`src/rtl/mat_pkg.sv`:
```
// Shared constants and reader state encoding for the matrix multiply slice.
package mat_pkg;

  // Result word width (MAC accumulator width), output RAM address width,
  // and number of C words produced by one multiply.
  localparam int MAT_DATA_W = 19;
  localparam int MAT_ADDR_W = 8;
  localparam int MAT_DEPTH  = 64;

  // Result reader control states.
  typedef enum logic [1:0] {
    ST_IDLE = 2'd0,
    ST_RUN  = 2'd1,
    ST_DONE = 2'd2
  } reader_state_e;

endpackage

```
`src/rtl/result_skid_fifo.sv`:
```
// Two-entry skid FIFO. The head entry always sits in head_r, so the
// read side sees a plain register that holds steady until it is popped.
module result_skid_fifo #(
  parameter int W = 8
) (
  input  logic         clk,
  input  logic         reset,
  input  logic         push,
  input  logic [W-1:0] push_data,
  input  logic         pop,
  output logic [W-1:0] head,
  output logic [1:0]   count,
  output logic         empty,
  output logic         full
);

  logic [W-1:0] head_r;
  logic [W-1:0] tail_r;
  logic [1:0]   count_r;

  // Shift-style storage: the oldest entry lives in head_r, the newer in tail_r.
  always_ff @(posedge clk or posedge reset) begin
    if (reset) begin
      head_r  <= '0;
      tail_r  <= '0;
      count_r <= 2'd0;
    end else begin
      case ({push, pop})
        2'b10: begin
          if (count_r == 2'd0) begin
            head_r  <= push_data;
            count_r <= 2'd1;
          end else if (count_r == 2'd1) begin
            tail_r  <= push_data;
            count_r <= 2'd2;
          end
        end
        2'b01: begin
          if (count_r == 2'd2) begin
            head_r  <= tail_r;
            count_r <= 2'd1;
          end else if (count_r == 2'd1) begin
            count_r <= 2'd0;
          end
        end
        2'b11: begin
          if (count_r == 2'd2) begin
            head_r <= tail_r;
            tail_r <= push_data;
          end else begin
            // With one entry the popped head is replaced in place; a pop of
            // an empty FIFO is meaningless and degrades to a plain push.
            head_r  <= push_data;
            count_r <= 2'd1;
          end
        end
        default: begin
        end
      endcase
    end
  end

  assign head  = head_r;
  assign count = count_r;
  assign empty = (count_r == 2'd0);
  assign full  = (count_r == 2'd2);

endmodule

```
`src/rtl/mat_result_reader.sv`:
```
// Drains the result matrix C from the output RAM after a multiply and
// streams it out on a valid/ready interface, absorbing the 1-cycle RAM
// read latency with a 2-entry skid FIFO.
module mat_result_reader
  import mat_pkg::*;
#(
  parameter int DATA_W = MAT_DATA_W,
  parameter int ADDR_W = MAT_ADDR_W,
  parameter int DEPTH  = MAT_DEPTH
) (
  input  logic              clk,
  input  logic              reset,
  input  logic              start,
  output logic [ADDR_W-1:0] mem_addr,
  output logic              mem_re,
  input  logic [DATA_W-1:0] mem_rdata,
  output logic [DATA_W-1:0] out_data,
  output logic [ADDR_W-1:0] out_index,
  output logic              out_valid,
  input  logic              out_ready,
  output logic              out_last,
  output logic              busy,
  output logic              done
);

  localparam int                FW       = ADDR_W + DATA_W;
  localparam logic [ADDR_W:0]   DEPTH_C  = (ADDR_W + 1)'(DEPTH);
  localparam logic [ADDR_W-1:0] LAST_IDX = ADDR_W'(DEPTH - 1);

  reader_state_e     state_r;
  reader_state_e     state_nxt_s;
  logic [ADDR_W:0]   rd_cnt_r;
  logic [ADDR_W-1:0] last_addr_r;
  logic              rd_pending_r;
  logic              busy_r;
  logic              done_r;

  logic              issue_s;
  logic              pop_s;
  logic              push_s;
  logic [2:0]        occ_s;
  logic [FW-1:0]     head_s;
  logic [1:0]        fifo_count_s;
  logic              fifo_empty_s;
  logic              fifo_full_s;

  assign out_valid = !fifo_empty_s;
  assign out_index = head_s[FW-1:DATA_W];
  assign out_data  = head_s[DATA_W-1:0];
  assign out_last  = out_valid && (out_index == LAST_IDX);
  assign pop_s     = out_valid && out_ready;

  // Words held plus the read still in flight; issuing must keep this at most 2.
  assign occ_s  = {1'b0, fifo_count_s} + {2'b00, rd_pending_r};
  // The FIFO is never full while a read is pending; the guard only keeps a
  // broken invariant from corrupting the stored head.
  assign push_s = rd_pending_r && (!fifo_full_s || pop_s);

  // Read issue decision: more words to fetch and room for the returning word.
  always_comb begin
    issue_s = 1'b0;
    if ((state_r == ST_RUN) && (rd_cnt_r < DEPTH_C) &&
        (occ_s < (3'd2 + {2'b00, pop_s}))) begin
      issue_s = 1'b1;
    end else begin
      issue_s = 1'b0;
    end
  end

  assign mem_re   = issue_s;
  assign mem_addr = issue_s ? rd_cnt_r[ADDR_W-1:0] : last_addr_r;

  // Next-state logic: a drain ends on the transfer of the last index.
  always_comb begin
    state_nxt_s = state_r;
    case (state_r)
      ST_IDLE: begin
        if (start) begin
          state_nxt_s = ST_RUN;
        end else begin
          state_nxt_s = ST_IDLE;
        end
      end
      ST_RUN: begin
        if (pop_s && out_last) begin
          state_nxt_s = ST_DONE;
        end else begin
          state_nxt_s = ST_RUN;
        end
      end
      ST_DONE: begin
        state_nxt_s = ST_IDLE;
      end
      default: begin
        state_nxt_s = ST_IDLE;
      end
    endcase
  end

  // State, read counter, pending-read flag and registered status outputs.
  always_ff @(posedge clk or posedge reset) begin
    if (reset) begin
      state_r      <= ST_IDLE;
      rd_cnt_r     <= '0;
      last_addr_r  <= '0;
      rd_pending_r <= 1'b0;
      busy_r       <= 1'b0;
      done_r       <= 1'b0;
    end else begin
      state_r      <= state_nxt_s;
      busy_r       <= (state_nxt_s == ST_RUN);
      done_r       <= (state_nxt_s == ST_DONE);
      rd_pending_r <= issue_s;
      if ((state_r == ST_IDLE) && start) begin
        rd_cnt_r <= '0;
      end else if (issue_s) begin
        rd_cnt_r    <= rd_cnt_r + (ADDR_W + 1)'(1);
        last_addr_r <= rd_cnt_r[ADDR_W-1:0];
      end
    end
  end

  assign busy = busy_r;
  assign done = done_r;

  // The address of a returning word is the last one issued.
  result_skid_fifo #(
    .W (FW)
  ) u_fifo (
    .clk       (clk),
    .reset     (reset),
    .push      (push_s),
    .push_data ({last_addr_r, mem_rdata}),
    .pop       (pop_s),
    .head      (head_s),
    .count     (fifo_count_s),
    .empty     (fifo_empty_s),
    .full      (fifo_full_s)
  );

endmodule

```
`config.mk`:
```
export PLATFORM = sky130hd
export DESIGN_NAME = mat_result_reader
export DESIGN_NICKNAME = d
export VERILOG_FILES = /design/src/rtl/mat_pkg.sv /design/src/rtl/result_skid_fifo.sv /design/src/rtl/mat_result_reader.sv
export SDC_FILE = /design/constraint.sdc
export NUM_CORES = 1
export LEC_CHECK = 0
export CAP_MARGIN = 20
export CORE_MARGIN = 8
export CORE_UTILIZATION = 50
export DETAILED_ROUTE_END_ITERATION = 8
export PLACE_DENSITY = 0.79
export SYNTH_ARGS = -nofsm -noshare
export SYNTH_HDL_FRONTEND = slang
export SYNTH_SLANG_ARGS = --single-unit
export TNS_END_PERCENT = 30
```
`constraint.sdc`:
```
create_clock -name clk -period 5 [get_ports clk]
set_clock_uncertainty 0.15 [all_clocks]
set_input_delay 0.5 -clock clk [delete_from_list [all_inputs] [get_ports clk]]
set_output_delay 0.5 -clock clk [all_outputs]
set_load 0.02 [all_outputs]
```
# [After elaboration in Yosys (flattened, before gate mapping)]
# Index checks and enable logic that the tools add are counted.
# W data, S select, Z words.
[classes] reduce_logical=18 n_addsub=3 muxes=21 eq_ne=17 magnitude_cmp=2
[op_table] op="$mux W27" n=6
[op_table] op="$pmux W27 S3" n=1
[op_table] op="$pmux W27 S2" n=1
[op_table] op="$mux W9" n=2
[op_table] op="$mux W2" n=6
[op_table] op="$ne A2 B2 Y1 const B" n=5
[op_table] op="$add A9 B1 Y9 const B" n=1
[op_table] op="$lt A9 B7 Y1 const B" n=1
[op_table] op="$eq A2 B1 Y1 const B" n=4
[op_table] op="$eq A2 B2 Y1 const B" n=4
[op_table] op="$eq A8 B6 Y1 const B" n=1
[op_table] op="$mux W8" n=1
[op_table] op="$reduce_and A4 Y1" n=2
[op_table] op="$logic_and A1 B1 Y1" n=7
[op_table] op="$ne A3 B2 Y1 const B" n=2
[op_table] op="$pmux W2 S3" n=1
[op_table] op="$logic_not A2 Y1" n=2
[op_table] op="$pmux W2 S2" n=1
[op_table] op="$reduce_bool A2 Y1" n=2
[op_table] op="$add A2 B1 Y3" n=1
[op_table] op="$add A2 B1 Y3 const A" n=1
[op_table] op="$lt A3 B3 Y1" n=1
[op_table] op="$reduce_and A3 Y1" n=1
[op_table] op="$reduce_bool A3 Y1" n=1
[op_table] op="4 further kinds" n=6
[word_totals] wordCells=70 inputBits=23 out_inout_bits=40 regBits=78

# [Logic depth before layout (Yosys ltp)]
[depth] word_depth=9 ltp_mapped=7 depth_no_buf=6

# [By module]
# From an unflattened synthesis, not the netlist that was laid out.
[hier_totals] cells_unflattened=330 area_unflattened_um2=3709.8
[modules_own_cells] module="result_skid_fifo" instances=1 seq_area_each_um2=1401.3 area_per_inst_um2=2682.6 cells_each=239
[modules_own_cells] module="mat_result_reader" instances=1 seq_area_each_um2=550.5 area_per_inst_um2=1027.2 cells_each=91

# [Worst setup path after synthesis]
# OpenSTA, ideal clock, no wires.
[synth_timing] path_type="flip-flop to output port" from="register rd_pending_r" to="output mem_addr[0]" stages_incl_launch_ff=8 path_slack_ns=2.732 arrival_ns=1.618 n_path_buf=1 required_ns=4.350 cell_sequence="dfrtp_1 ha_1 ha_1 nor2_1 and3_1 nand2_1 buf_2 mux2_1"
[synth_via] elab_chain_cells=5
[synth_rtl] element="start: declaration" line="mat_result_reader.sv:34" rtl="logic rd_pending_r;"
[synth_rtl] element="start signal: assignment" line="mat_result_reader.sv:113" rtl="rd_pending_r <= issue_s;"
[synth_rtl] element="$add A2 B1 Y3" line="mat_result_reader.sv:54" rtl="assign occ_s = {1'b0, fifo_count_s} + {2'b00, rd_pending_r};"
[synth_rtl] element="$lt A3 B3 Y1" line="mat_result_reader.sv:63" rtl="(occ_s < (3'd2 + {2'b00, pop_s}))) begin"
[synth_rtl] element="$logic_and A1 B1 Y1" line="mat_result_reader.sv:62" rtl="if ((state_r == ST_RUN) && (rd_cnt_r < DEPTH_C) &&"
[synth_rtl] element="$mux W1" line="mat_result_reader.sv:62"
[synth_rtl] element="$mux W8"
[synth_rtl] element="end: declaration" line="mat_result_reader.sv:14" rtl="output logic [ADDR_W-1:0] mem_addr,"
# No other way between the ends.

# [Worst setup path after layout]
# Ends and elaborated chain as after synthesis.

==> impl_results.md <==
* N_diodes at 0
* Global-route wire length before repair at 12050 µm
* #FFs+latches synth at 78
* Worst hold path class: in2async
* Via density at 5.577
* CP arrival at 3.13 ns
* Int Pwr at 0.002007 W
* Global route overflow at 0
* Pre-antenna DRT Iters at 4
* Clock power share at 15.9%
* Multiplexer share of the synthesized area at 21.08%
* CP Capture Type: output pin
* Max-slew violations at 0
* Later-pin clock latency in the skew report at 0.35 ns
* Synth Area in Compound Gates at 8.571%
* DRC at 0
* Port bufs at 62
* Combinational power share at 49.3%
* Min Tclk post-route at 3.785 ns
* Wire length per cell at 16.51 µm
* Hpwl dp at 4732 µm
* CTS Sinks at 78
* Post-CTS resize count at 0
* Adder-cell share of the synthesized area at 1.085%
* Post-Synth XOR/XNOR Area at 0.2532%
* Setup Fix Bufs, Post-CTS at 0
* Synth Cell Area at 0.003460 mm²
* Crit share post-route at 75.69%
* Row count at 30
* Worst R2R Path Depth at 6
* Setup violators final at 0
* Die Wd at 99.18 µm
* Initial antenna violation count at 0
* PD cells at 750.8 mW/mm²
* Worst-path clk slew at 0.08 ns
* RSZ-0062 raised after global routing: no
* Switching Power at 0.001274 W
* Max-cap viol count at 0
* Vias in the first global route at 2431
* Cell count after synthesis at 286
* Total power after layout at 0.003280 W
* Share of the synthesized area in the top cell type at 56.42%
* Drt first-iter violations at 109
* Most common cell in the netlist: dfrtp_1
* Syn nets at 312
* # IOs at 63
* P_leak at 1.983 nW
* Total GRT Usage at 15.27%
* Non-Filler Instances at 433
* CP max FO at 20
* Placed insts at 416
* Post-Synth Simple-Gate Area at 9.837%
* Register area share after synthesis at 56.42%
* Clk Tree Root Cell: clkbuf_8
* Nets at 374
* Predominant post-synthesis flop cell: dfrtp_1
* Die Height at 99.18 µm
* Setup TNS at 0 ns
* WL final at 7147 µm
* Area contributors post-synth: dfrtp_1 56%, mux2_2 10%, mux2i_1 8.4%
* Placer Congestion at 0.8154
* Worst slew pin tran at 0.7582 ns
* Count of flip-flops with a built-in enable after synthesis at 0
* Top cells by count, synth: 78 x dfrtp_1, 32 x a21oi_1, 31 x mux2_2, 31 x nor2_1, 29 x mux2i_1
* Sequential power share at 34.8%
* Synth Warn # at 0
* Synthesized area per cell at 12.10 µm²
* CP startpoint kind: flop
* DR vias at 2415
* Area Growth Syn to Fin at 26.29%
* Final Hold Viols at 0
* Switching share of power at 38.83%
* Die area at 0.009837 mm²
* Filler cells at 518
* CTS tree: yes
* Hold Slack at 0.2953 ns
* Max H-tree Level at 3
* R2R Setup Slk at 2.45 ns
* Longest Clk Path Bufs at 2
* Peak supply drop at 0.4895 mV
* Worst path required time at 4.35 ns
* Core Footprint at 0.006756 mm²
* Initial core utilization at 51.20%
* Antenna-violating nets left at 0
* Unique cell type count in the Yosys netlist at 38
* Largest net degree at the start of global routing at 55
* Fmax at 264.2 MHz
* Worst Path Class, Setup: reg2out
* Fraction of layout cells with a size suffix above 1 at 16.43%
* Hold_buf cts at 0
* Largest family of logic cells by synthesized area: multiplexers
* Run status: finished clean
* Post-synth ARST share at 100.0%
* Area leader, netlist: dfrtp_1
* CTS Buf Count at 9
* Slew margin rel. at 49.33%
[layer usage]
metal  GRT usage (%)  share of wire [%]  vias to the layer above
met5               0                  0                        -
met1           18.96                 44                     1202
met2           24.06                 49                       61
met3           4.330                4.8                       10
met4           7.218                1.9                        0
li1                -                  -                     1142
[critical path, stage by stage (launching register included)]
cell             delay (ns)
dfrtp_1                0.51
ha_1                   0.26
ha_1                   0.17
nor2_1                 0.14
and3_1                 0.22
nand2_1                0.45
mux2_1                 0.49
clkdlybuf4s50_1        0.54
[power by group through the flow]
stage | Clock [W] | Sequential [W] | Combinational (W)
6_report | 0.000521 | 0.00114 | 0.00162
5_1_grt | 0.000566 | 0.00118 | 0.00177
4_1_cts | 0.000536 | 0.00114 | 0.00163
3_5_place_dp | 0 | 0.00115 | 0.00162
3_3_place_gp | 0 | 0.00113 | 0.00159
2_1_floorplan | 0 | 0.00122 | 0.00100
[cells by family after synthesis]
family	count (synthesis)
AO/OA/AOI/OAI	50
XOR/XNOR	1
adder cells (fa/ha/maj)	3
buffers and inverters	18
flip-flops	78
multiplexers	68
AND/OR/NAND/NOR	68
[final cells by class]
class / count / area (µm²) / share of cell area (%)
Clock buffer: 11 / 141.4 / 3.236
Inverter: 3 / 11.26 / 0.2577
Tap cell: 80 / 100.1 / 2.291
Timing Repair Buffer: 66 / 663.1 / 15.18
Clock inverter: 5 / 81.33 / 1.861
Sequential cell: 78 / 1952 / 44.67
Multi-Input combinational cell: 190 / 1420 / 32.50
[per-stage QoR]
step	area, µm²	utilization [%]	setup WS [ns]
after floorplan	3460	-	2.355
after global routing	4369	64.67	0.9875
final	4369	64.67	1.216
after CTS	4349	64.37	1.212
after global placement	4126	61.07	1.468
after detailed placement	4126	61.07	1.446
[sequential cells by signal, indices dropped and copies added (netlist names)]
signal and cells:
u_fifo.head 27, u_fifo.tail_r 27, rd_cnt_r 9, last_addr_r 8, state_r 2, u_fifo.count 2
busy 1, done 1, rd_pending_r 1
[cell usage in the layout (no fill, tap or decap), drive strengths merged]
master          n
a21o            1
a21oi          32
a31oi           1
a41o            1
and2            6
and3            2
and4            2
buf             4
bufinv          2
clkbuf         11
clkdlybuf4s50  62
clkinv          1
clkinvlp        1
dfrtp          78
ha              3
inv             4
mux2           39
mux2i          29
nand2           9
nand2b          2
nand3           3
nand3b          2
nor2           31
nor2b           2
nor3            2
nor3b           1
nor4bb          1
o211ai          2
o21a            1
o21ai           8
o31ai           3
o41ai           1
or2             1
or3b            1
or4             3
xnor2           1
[final timing paths]
| path | endpoint | from |
|---|---|---|
| max | mem_addr[0] | rd_pending_r$_DFF_PP0_ |
| min | u_fifo.head[10]$_DFFE_PP0P_ | reset |
| max reg2reg | rd_cnt_r[6]$_DFFE_PP0P_ | rd_pending_r$_DFF_PP0_ |
| min reg2reg | u_fifo.tail_r[26]$_DFFE_PP0P_ | u_fifo.tail_r[26]$_DFFE_PP0P_ |
| max in group asynchronous | u_fifo.head[19]$_DFFE_PP0P_ | reset |
| min in group clk | u_fifo.tail_r[26]$_DFFE_PP0P_ | u_fifo.tail_r[26]$_DFFE_PP0P_ |
No activity file was read; power rests on OpenSTA's default activity.
